### src/rtl/onehot_count_expander.sv
// onehot_count_expander
//   Inverse of the 4-input one-hot population counter. Accepts a one-hot
//   count code over valid/ready and regenerates the ones it represents, both
//   as a held thermometer word and as a serial train of single-cycle pulses.
//
// Ports:
//   clk        rising-edge clock
//   rst        asynchronous active-high reset
//   in_valid   in_code is presented
//   in_ready   block can accept a code this cycle (only combinational output)
//   in_code    one-hot count, bit k set means count k (LANES+1 bits)
//   therm_out  thermometer word, low k bits set; held until next valid accept
//   count_out  binary count of the last accepted valid code
//   pulse_out  one pulse per counted one, first in the cycle after accept
//   busy       state is not IDLE
//   done       one-cycle strobe at the end of each valid code
//   err        sticky: a zero or multi-hot code was accepted
//   err_clr    synchronous clear of err (a same-cycle new error wins)
module onehot_count_expander #(
  parameter int LANES = 4,
  parameter int CW    = $clog2(LANES + 1)
) (
  input  logic             clk,
  input  logic             rst,
  input  logic             in_valid,
  output logic             in_ready,
  input  logic [LANES:0]   in_code,
  output logic [LANES-1:0] therm_out,
  output logic [CW-1:0]    count_out,
  output logic             pulse_out,
  output logic             busy,
  output logic             done,
  output logic             err,
  input  logic             err_clr
);

  typedef enum logic [1:0] {
    IDLE = 2'd0,
    EMIT = 2'd1,
    DONE = 2'd2
  } state_t;

  state_t            state_q;
  logic [LANES-1:0]  therm_q;
  logic [CW-1:0]     count_q;
  logic [CW-1:0]     rem_q;
  logic [CW-1:0]     rem_d;
  logic              pulse_q;
  logic              busy_q;
  logic              done_q;
  logic              err_q;

  logic              accept;
  logic              code_hot;
  logic [CW-1:0]     code_k;
  logic [LANES-1:0]  code_therm;

  assign in_ready = (state_q == IDLE) & ~rst;
  assign accept   = in_valid & in_ready;
  assign rem_d    = rem_q - CW'(1);

  // Decode the incoming code. code_k is only meaningful when code_hot.
  always_comb begin
    code_hot   = (in_code != '0) && ((in_code & (in_code - 1'b1)) == '0);
    code_k     = '0;
    code_therm = '0;
    for (int unsigned i = 0; i <= LANES; i++) begin
      if (in_code[i]) code_k = CW'(i);
    end
    for (int unsigned i = 0; i < LANES; i++) begin
      code_therm[i] = (CW'(i) < code_k);
    end
  end

  always_ff @(posedge clk or posedge rst) begin
    if (rst) begin
      state_q <= IDLE;
      therm_q <= '0;
      count_q <= '0;
      rem_q   <= '0;
      pulse_q <= 1'b0;
      busy_q  <= 1'b0;
      done_q  <= 1'b0;
      err_q   <= 1'b0;
    end else begin
      if (err_clr) err_q <= 1'b0;
      case (state_q)
        IDLE: begin
          if (accept) begin
            if (code_hot) begin
              count_q <= code_k;
              therm_q <= code_therm;
              rem_q   <= code_k;
              busy_q  <= 1'b1;
              if (code_k != '0) begin
                state_q <= EMIT;
                pulse_q <= 1'b1;
              end else begin
                state_q <= DONE;
                done_q  <= 1'b1;
              end
            end else begin
              // Placed after the clear so a simultaneous error keeps err set.
              err_q <= 1'b1;
            end
          end
        end
        EMIT: begin
          rem_q <= rem_d;
          // pulse_out is registered, so the last pulse is the cycle where
          // rem_q is 1 and the decrement lands on zero.
          if (rem_q == CW'(1)) begin
            state_q <= DONE;
            pulse_q <= 1'b0;
            done_q  <= 1'b1;
          end
        end
        DONE: begin
          state_q <= IDLE;
          done_q  <= 1'b0;
          busy_q  <= 1'b0;
        end
        default: begin
          state_q <= IDLE;
          pulse_q <= 1'b0;
          done_q  <= 1'b0;
          busy_q  <= 1'b0;
        end
      endcase
    end
  end

  assign therm_out = therm_q;
  assign count_out = count_q;
  assign pulse_out = pulse_q;
  assign busy      = busy_q;
  assign done      = done_q;
  assign err       = err_q;

endmodule

### config.mk
export PLATFORM = sky130hd
export DESIGN_NAME = onehot_count_expander
export DESIGN_NICKNAME = d
export VERILOG_FILES = /design/src/rtl/onehot_count_expander.sv
export SDC_FILE = /design/constraint.sdc
export NUM_CORES = 1
export LEC_CHECK = 0
export CELL_PAD_IN_SITES_DETAIL_PLACEMENT = 0
export CELL_PAD_IN_SITES_GLOBAL_PLACEMENT = 1
export CORE_UTILIZATION = 35
export DETAILED_ROUTE_END_ITERATION = 6
export HOLD_SLACK_MARGIN = 0.12
export PLACE_DENSITY_LB_ADDON = 0.08
export SYNTH_ARGS = -nofsm -noshare
export SYNTH_HDL_FRONTEND = slang
export SYNTH_SLANG_ARGS = --single-unit
### constraint.sdc
create_clock -name clk -period 2.3 [get_ports clk]
set_input_delay 0.46 -clock clk [delete_from_list [all_inputs] [get_ports clk]]
set_output_delay 0.46 -clock clk [all_outputs]
set_load 0.005 [all_outputs]
* Word level (Yosys, flattened, before mapping)
Cells that the tools add are included.
** Word-level totals
- Flip-flop bits (word level) :: 16
- Output and inout port bits :: 12
- Bits of input ports :: 9
- Logic and storage cells :: 69
** Operators by class
- Eq/ne operators :: 8
- Add/subtract/negate cells :: 2
- Muxes and demuxes :: 29
- Bitwise gates (word level) :: 6
- Reductions and logical operators :: 12
- Order comparisons :: 4
** Operators by type and width (number)
- $mux W1 :: 15
- $mux W3 :: 5
- $reduce_and A3 Y1 :: 4
- $mux W2 :: 4
- $ne A2 B2 Y1 const B :: 4
- $lt A1 B3 Y1 const A :: 2
- $lt A2 B3 Y1 const A :: 2
- $pmux W3 S2 :: 1
- $and A5 B5 Y5 :: 1
- $logic_not A5 Y1 :: 1
- $reduce_and A5 Y1 :: 1
- $reduce_bool A5 Y1 :: 1
- $sub A5 B1 Y5 const B :: 1
- $pmux W1 S2 :: 2
- $pmux W2 S2 :: 1
- $reduce_and A4 Y1 :: 1
- $eq A3 B1 Y1 const B :: 1
- $not A1 Y1 :: 3
- $pmux W1 S3 :: 1
- $reduce_bool A3 Y1 :: 1
- $sub A3 B1 Y3 const B :: 1
- $and A1 B1 Y1 :: 2
- $eq A2 B1 Y1 const B :: 1
- $eq A2 B2 Y1 const B :: 1
- 4 further kinds :: 4

* Longest topological paths before layout
- Word-level depth :: 9
- Gate-level depth with buffers :: 7
- Mapped depth without buffers :: 7

* Worst setup path after synthesis
No wires, ideal clock.
- Path type :: input port to flip-flop
- Start :: in in_code[2]
- End :: reg therm_q[2] (netlist: therm_out[2])
- Path buffers :: 1
- Stages on the path :: 6
- Arrival time :: 1.846 ns
- Slack :: 0.329 ns
- Required time :: 2.175 ns
- Setup time :: 0.125 ns
- Path through :: or4b_4 -> or2_4 -> nand3_2 -> and2_4 -> buf_8 -> mux2_4
** On the way
- Longest elaborated chain between the ends :: 5
- Elaborated cells between the ends (all ways) :: 10
- Those cells by class :: add/sub (1); order compare (1); mux (3); bitwise (1); reduce/logical (4)
** RTL lines
- start, declared :: line 27 : input logic [LANES:0] in_code,
- $sub A5 B1 Y5 :: line 64 : code_hot = (in_code != '0) && ((in_code & (in_code - 1'b1)) == '0);
- $and A5 B5 Y5 :: line 64
- $logic_not A5 Y1 :: line 64
- $logic_and A1 B1 Y1 :: line 64
- $reduce_and A3 Y1 (no source line)
- end signal, assigned :: line 92 : therm_q <= code_therm;
- end, declared :: line 44 : logic [LANES-1:0] therm_q;
Parallel ways exist; a longest one is shown, timed or not.
A chain may end at the register's enable or synchronous reset.

* Worst setup path after layout
- Start :: in in_code[2]
- End :: reg therm_q[3] (netlist: therm_out[3])
Same word-level chain as after synthesis.

==> metrics.log <==
INFO  metric place_hpwl = around 1.4 mm
INFO  metric run_status = complete, no violations
INFO  metric chipHeight = ~50 µm
INFO  metric totalNegativeSetupSlack = 0 ns
INFO  metric drive_above_1_share = between 20 and 25%
INFO  metric numClockSinks = 15
INFO  metric yosysTopAreaCellShare = a little under half
INFO  metric coreArea = roughly 2200 µm²
INFO  metric syn_area = about 830 µm²
INFO  metric worstPathRequired = 2.47 ns
INFO  metric synthArstFlopShare = between 90% and 100%
INFO  metric diodes = 0
INFO  metric synthToLayoutAreaGrowth = 38.0%
INFO  metric timing.final.crit_period = roughly 2.0 ns
INFO  metric timing_worst_slew_pin_value = 0.599 ns
INFO  metric hp-class = flip-flop to flip-flop
INFO  metric vias_per_std_cell = slightly below 5
INFO  metric post_route_setup_slack = 0.259 ns
INFO  metric synth_enable_flop_cells = 0
INFO  metric cts-hold-fix-buffers = 0
INFO  metric port_bufs = 20
INFO  metric grt-ovfl-total = 0
INFO  metric drt_pre_antenna_iters = 4
INFO  metric drv_slew = 0
INFO  metric postRouteWirelength = roughly 1.8 mm
INFO  metric total_power = roughly 1.1 mW
INFO  metric wire_length_of_the_first_global_routing_pass = between 3 and 4 mm
INFO  metric initialDrtViolationCount = 14
INFO  metric ys.flop_type = sky130_fd_sc_hd__dfrtp_1
INFO  metric worstSkewPairLatency = roughly 0.28 ns
INFO  metric finish.instance_area = ~1100 µm²
INFO  metric post_synth_inst_count = 83
INFO  metric cts_made_buffers = 3
INFO  metric synthesis.yosys.warnings = 0
INFO  metric total_leakage_power = about 0.53 nW
INFO  metric post-place-cells = approximately 140
INFO  metric seq_cells_post_synth = 15
INFO  metric io_pins = 21
INFO  metric layout.nets = between 100 and 150
INFO  metric final.setup_skew = 0.00899 ns
INFO  metric syn_avg_cell_area = ~10 µm²
INFO  metric synth.area.top_cells = sky130_fd_sc_hd__dfrtp_1, sky130_fd_sc_hd__inv_1, sky130_fd_sc_hd__mux2_4
INFO  metric cts_root_buf = sky130_fd_sc_hd__clkbuf_4
INFO  metric initial_core_util = a little under two fifths
INFO  metric cp.arrival = about 2.2 ns
INFO  metric drc = 0
INFO  metric launching_element_type_of_the_critical_path = primary input
INFO  metric worst_setup_hold_path_clk_slew = 0.09 ns
INFO  metric grt_max_degree = 16
INFO  metric report.final.hold_viol_count = 0
INFO  metric power.density = approximately 1000 nW/µm²
INFO  metric grt_pass1_vias = ~700
INFO  metric die_width = just over 50 µm
INFO  metric place_ws = -0.0414 ns
INFO  metric critical_path.max_fanout = 5
INFO  metric ys_types = 34
INFO  metric whs = roughly 0.48 ns
INFO  metric antenna_found_initial = 0
INFO  metric clock_path_buffers = 2
INFO  metric floorplan.die_area = roughly 2600 µm²
INFO  metric globalRouteTotalUtil = ~17%
INFO  metric cp-end-kind = flip-flop
INFO  metric seq_area_frac_synth = 45.4%
INFO  metric post_dp_area = around 1100 µm²
INFO  metric post-route-period-util = approximately nine tenths
INFO  metric drtAntennaViolNets = 0
INFO  metric place_congestion = 0.747
INFO  metric vdd.ir_drop.worst = 450 µV
INFO  metric grt_setup_unrepaired = no
INFO  metric final_cells = between 100 and 150
INFO  metric postCtsResizedCells = 0
INFO  metric mostFrequentLayoutCells = sky130_fd_sc_hd__clkdlybuf4s50_1, sky130_fd_sc_hd__dfrtp_1, sky130_fd_sc_hd__inv_1
INFO  metric cts_tree = done
INFO  metric post-synth-top-area-cell = sky130_fd_sc_hd__dfrtp_1
INFO  metric detail_route.wl_per_cell = between 10 and 15 µm
INFO  metric mostFrequentLayoutCell = sky130_fd_sc_hd__clkdlybuf4s50_1
INFO  metric syn_nets = 94
INFO  metric htree_num_levels = 1
INFO  metric route.vias.total = a little under 700
INFO  metric slew_headroom = 60.0%
INFO  metric setup_viol = 0
INFO  metric rows = 17
INFO  metric final_core_area_utilization = between 50 and 60%
INFO  metric timing.max_cap.violations = 0
INFO  metric post_cts.repair.setup_buffers = 0
INFO  metric timing.setup.critical_path_class = primary input to flip-flop
INFO  metric fmax = 490 MHz
## worst max-delay path: stages
cell	delay, ns
sky130_fd_sc_hd__clkdlybuf4s50_1	0.42
sky130_fd_sc_hd__or4b_4	0.54
sky130_fd_sc_hd__or2_4	0.25
sky130_fd_sc_hd__nand3_2	0.07
sky130_fd_sc_hd__and2_4	0.18
sky130_fd_sc_hd__mux2_4	0.29
## path summary, 6_finish.rpt
check	start	endpoint	slack, ns	cells after the start
hold reg to reg	busy	busy	0.48	1
min in group asynchronous	rst	pulse_out	0.60	2
max in group asynchronous	rst	rem_q[2]	1.31	2
hold / removal	busy	busy	0.48	1
setup reg to reg	state_q[0]	therm_out[3]	0.73	4
setup / recovery	in_code[2]	therm_out[3]	0.26	6
## synth_stat cells, types with 2 or more instances
cell type and n:
sky130_fd_sc_hd__inv_1 12, sky130_fd_sc_hd__nand2_1 4, sky130_fd_sc_hd__ha_1 2, sky130_fd_sc_hd__o22ai_1 3, sky130_fd_sc_hd__nor2b_1 2, sky130_fd_sc_hd__dfrtp_1 15, sky130_fd_sc_hd__o21ai_0 4, sky130_fd_sc_hd__a21oi_1 5
sky130_fd_sc_hd__clkbuf_1 2, sky130_fd_sc_hd__or2_2 2, sky130_fd_sc_hd__o211ai_1 2, sky130_fd_sc_hd__mux2i_1 2, sky130_fd_sc_hd__mux2_4 2, sky130_fd_sc_hd__nor2_1 6
## where the power goes
part	leakage (nW)	internal [mW]	switching (mW)
clock network	0.0150	0.0672	0.0850
registers	0.180	0.384	0.0916
logic	0.338	0.326	0.183
total	0.533	0.777	0.360
## flip-flops by register name (all words and copies together) (netlist names)
register,cells
rem_q,3
err,1
state_q,2
count_out,2
done,1
therm_out,4
pulse_out,1
busy,1
## final cells by class
class | count | area [µm²]
Timing Repair Buffer | 31 | 283
Clock buffer | 4 | 26.3
Fill cell | 219 | 1070
Sequential cell | 15 | 375
Inverter | 12 | 45.0
Multi-Input combinational cell | 52 | 377
Tap cell | 28 | 35.0
## routing by layer
layer  global-route usage [%]  up-vias  wire length, µm
li1                         -      352                -
met2                     27.1       14              808
met1                     21.3      326              903
met3                     2.73        2               47
met4                     6.94        0               17
met5                        0        -                0
## cells by family (layout without fill, tap and decap cells)
kind of cell	after synthesis	after routing	share of synthesized area [%]
AOI/OAI and AO/OA	23	23	19.8
xor gates and xnor gates	1	1	1.06
and+or+nand+nor	22	22	15.6
muxes	4	4	6.05
DFF	15	15	45.4
adders and majority gates	2	2	3.03
buffers and inverters	16	47	9.08
Power figures use the tool's default switching activity.
==> RTL edit 1 (same flow settings) <==
`LANES`: 4 -> 8.
--- a/src/rtl/onehot_count_expander.sv
+++ b/src/rtl/onehot_count_expander.sv
@@ -17,7 +17,7 @@
 //   err        sticky: a zero or multi-hot code was accepted
 //   err_clr    synchronous clear of err (a same-cycle new error wins)
 module onehot_count_expander #(
-  parameter int LANES = 4,
+  parameter int LANES = 8,
   parameter int CW    = $clog2(LANES + 1)
 ) (
   input  logic             clk,
Ports: changed (resized count_out, in_code and therm_out); port bits go from 21 to 30. No check against the original RTL was run, so the function may have changed too.
==> RTL edit 1 against the original RTL <==
  * Sequential cell count increased by 6
  * Combinational power down 15%
  * Area after synthesis increased by 38%
  * Design area increased by 47%
  * Routed wire length rose by 51%
  * Power rose by 1.9%
  * Setup slack worse by 0.17 ns
  * Critical endpoint is now count_out[2]$_DFFE_PP0P_
  * Largest cell class unchanged
  * Largest power group is now registers
==> RTL edit 1: results (changes against the original RTL) <==
- The synthesized area per cell is 9.29 um2 (was 9.96 um2).
- The register area is 526 um2 (was 375 um2).
- The post-route cell area is 1680 um2 (was 1140 um2).
- The routing usage on met2 was 0.292 (was 0.271).
- The largest driver fanout on the critical path was 16 (was 5).
- The number of multi-input logic gates is 86 (was 52).
- The ratio of routed vias to standard cells is 4.82 (was 4.89).
- The peak supply drop came to 0.370 mV (was 0.450 mV).
- The cell area after placement came to 1630 um2 (was 1110 um2).
- The global-route met1 utilization was 0.246 (was 0.213).
- The net count after synthesis was 138 (was 94).
- The data arrival time of the worst path came to 2.40 ns (was 2.21 ns).
- The minimum setup slack in the final design was 0.0918 ns (was 0.259 ns).
- The post-synthesis cell type count is 36 (was 34).
- The violation count after the first detailed-route iteration was 22 (was 14).
- The number of nets in the layout was 191 (was 126).
- The top cell family by delay on the critical path was buffers and inverters (was simple AND/OR/NAND/NOR gates).
- The routed length on met3 is 75 um (was 47 um).
- The clock-pin slew on the worst setup and hold paths came to 0.12 ns (was 0.09 ns).
- The worst hold margin is 0.364 ns (was 0.481 ns).
- The delay contributed by the slowest stage of the critical path came to 0.50 ns (was 0.54 ns).
- The met2 layer wire length in the routed design is 1320 um (was 808 um).
- The clock-cell share of area was 0.0156 (was 0.0230).
- The count of port buffers added during placement is 29 (was 20).
- The met3 usage in global routing was 0.0459 (was 0.0273).
- The number of vias in the routed layout is 1055 (was 694).
- The clock tree skew after final layout came to 0.0106 ns (was 0.00899 ns).
- The launch point of the worst path was in_code[5] (was in_code[2]).
- The largest net degree at the start of global routing is 18 (was 16).
- Outcome: completed (unchanged).
RTL edit 1: cell count changes after synthesis, sizes merged, moves of 3 or more:
| cell | before | now |
|---|---|---|
| a211oi | 0 | 4 |
| nor3 | 1 | 4 |
| a21oi | 5 | 17 |
| or2 | 3 | 0 |
| dfrtp | 15 | 21 |
| nand2 | 4 | 9 |
| nor2 | 6 | 17 |
RTL edit 1: cell families after synthesis:
family	share of synthesized area
multiplexers	0.0383
adder cells (fa/ha/maj)	0.0219
AO/OA/AOI/OAI	0.205
AND/OR/NAND/NOR	0.194
XOR/XNOR	0.00767
buffers and inverters	0.0734
flip-flops	0.460
RTL edit 1: power groups by stage:
stage          Combinational (mW)  Sequential (mW)  Clock [mW]
2_1_floorplan               0.285            0.517           0
3_3_place_gp                0.421            0.557           0
3_5_place_dp                0.431            0.561           0
4_1_cts                     0.433            0.554       0.186
5_1_grt                     0.497            0.571       0.196
6_report                    0.431            0.552       0.176
==> RTL edit 2 (config.mk and constraints unchanged) <==
Without the edit above. The 3 states of `state_t` get a one-hot encoding in 3 bits.
--- a/src/rtl/onehot_count_expander.sv
+++ b/src/rtl/onehot_count_expander.sv
@@ -34,10 +34,10 @@
   input  logic             err_clr
 );
 
-  typedef enum logic [1:0] {
-    IDLE = 2'd0,
-    EMIT = 2'd1,
-    DONE = 2'd2
+  typedef enum logic [2:0] {
+    IDLE = 3'b001,
+    EMIT = 3'b010,
+    DONE = 3'b100
   } state_t;
 
   state_t            state_q;
Formal check against the unedited RTL: no difference found for any inputs over 10 cycles, from zero or initial values and one cycle with rst high; not proved beyond that.
==> RTL edit 2 against the original RTL <==
  * Count of clock-buffer cells in the layout unchanged
  * Maximum frequency is 3.0% lower
  * Setup slack worse by 0.062 ns
  * Utilization is 4.0 points lower
  * Design area up 3.3%
  * Die area increased by 9.6%
  * Power shrank 5.1%
  * Critical path depth fell by 2
  * Sequential cell count is 1 higher
  * Register-to-register slack lost 0.22 ns
  * Sequential share of layout area increased by 1.2 points
  * Area after synthesis increased by 10%
  * Clock power up 23%
  * Routed wire length up 12%
  * Largest cell class unchanged
  * Largest power group is now registers
==> RTL edit 2: results (changes against the original RTL) <==
- Outcome: completed (unchanged).
- The final routed wirelength across all metal layers came to 1990 um (was 1780 um).
- The violation count after the first detailed-route iteration is 20 (was 14).
- The peak supply drop came to 0.507 mV (was 0.450 mV).
- The area of combinational cells with multiple inputs is 432 um2 (was 377 um2).
- The post-synthesis cell type count was 38 (was 34).
- The largest driver fanout on the critical path is 6 (was 5).
- The origin of the critical flop-to-flop path is state_q[0]$_DFFE_PP1P_ (was state_q[0]$_DFFE_PP0P_).
- The leakage power is 0.532 nW (was 0.533 nW).
- The half-perimeter wire length after placement came to 1540 um (was 1420 um).
- The number of vias in the routed layout was 750 (was 694).
- The filler cell count came to 261 (was 219).
- Main area contributors after synthesis: sky130_fd_sc_hd__dfrtp_1 (41%), sky130_fd_sc_hd__nor2_1 (4.1%), sky130_fd_sc_hd__inv_1 (3.7%) (was sky130_fd_sc_hd__dfrtp_1 (45%), sky130_fd_sc_hd__inv_1 (5.4%), sky130_fd_sc_hd__mux2_4 (3.6%)).
- The standard cell with the maximum stage delay on the critical path is sky130_fd_sc_hd__clkdlybuf4s50_1 (was sky130_fd_sc_hd__or4b_4).
- The sequential element share of the synthesized area came to 0.442 (was 0.454).
- The clock tree skew after final layout is 0.00579 ns (was 0.00899 ns).
- The internal reg-to-reg setup slack is 0.51 ns (was 0.73 ns).
- The cell area after placement is 1140 um2 (was 1110 um2).
- The top cell family by delay on the critical path is buffers and inverters (was simple AND/OR/NAND/NOR gates).
- The setup slack after placement is 0.0832 ns (was -0.0414 ns).
- The overall track demand over capacity in global routing came to 0.179 (was 0.165).
- The data arrival time of the worst path was 1.64 ns (was 2.21 ns).
- The delay contributed by the slowest stage of the critical path is 0.51 ns (was 0.54 ns).
- The placed instance count is 144 (was 138).
- The last weighted congestion value of the routability-driven placer was 0.778 (was 0.747).
- The net count after synthesis was 105 (was 94).
- The launch point of the worst path is state_q[2]$_DFFE_PP0P_ (was in_code[2]).
## RTL edit 2: changes by cell type in the layout (fill, tap and decap cells not counted), moves of 3 or more
cell	unedited run	this run
sky130_fd_sc_hd__nor2_1	6	10
sky130_fd_sc_hd__nand2_1	4	8
sky130_fd_sc_hd__buf_4	11	5
sky130_fd_sc_hd__inv_1	12	9
## RTL edit 2: worst min path at each step
stage / from / to / slack, ns / depth (start not counted)
after floorplan: rst / busy$_DFFE_PP0P_ / 0.37 / 1
after global placement: done$_DFFE_PP0P_ / done$_DFFE_PP0P_ / 0.46 / 1
after detailed placement: count_out[0]$_DFFE_PP0P_ / count_out[0]$_DFFE_PP0P_ / 0.48 / 1
after CTS: count_out[0]$_DFFE_PP0P_ / count_out[0]$_DFFE_PP0P_ / 0.52 / 1
after global routing: count_out[0]$_DFFE_PP0P_ / count_out[0]$_DFFE_PP0P_ / 0.53 / 1
final: done$_DFFE_PP0P_ / done$_DFFE_PP0P_ / 0.51 / 1
## RTL edit 2: area by class of cell
class / instances / area share
clock buffers: 4 / 0.0308
inverters: 9 / 0.0287
multi-input cells: 64 / 0.366
flip-flops and latches: 16 / 0.341
well taps: 30 / 0.0318
repair buffers: 25 / 0.202
## RTL edit 2: metal layers
layer  track usage  part of all wire  vias up
met4        0.0395            0.0030        0
met3        0.0546             0.047        2
met5             0                 0        -
met2         0.289              0.48       23
met1         0.234              0.47      351
li1              -                 -      374
## RTL edit 2: power by group
group          leakage, nW  switching [mW]  internal [mW]
clock               0.0210          0.0907         0.0965
combinational        0.315           0.188          0.257
sequential           0.196          0.0651          0.382
total                0.532           0.344          0.736
## RTL edit 2: cell families after synthesis
kind of cell,after synthesis,synth area share
AO/OA/AOI/OAI,25,0.209
XOR/XNOR,1,0.00963
adder cells (fa/ha/maj),2,0.0275
buffers and inverters,14,0.0839
flip-flops,16,0.442
multiplexers,2,0.0234
AND/OR/NAND/NOR,34,0.205
## RTL edit 2: worst reg2reg max path, cell delays in order, from the launching register on
cell and delay [ns]:
sky130_fd_sc_hd__dfstp_2 0.57, sky130_fd_sc_hd__nor3b_4 0.32, sky130_fd_sc_hd__nand2_1 0.18, sky130_fd_sc_hd__a21oi_4 0.27
sky130_fd_sc_hd__mux2_1 0.35
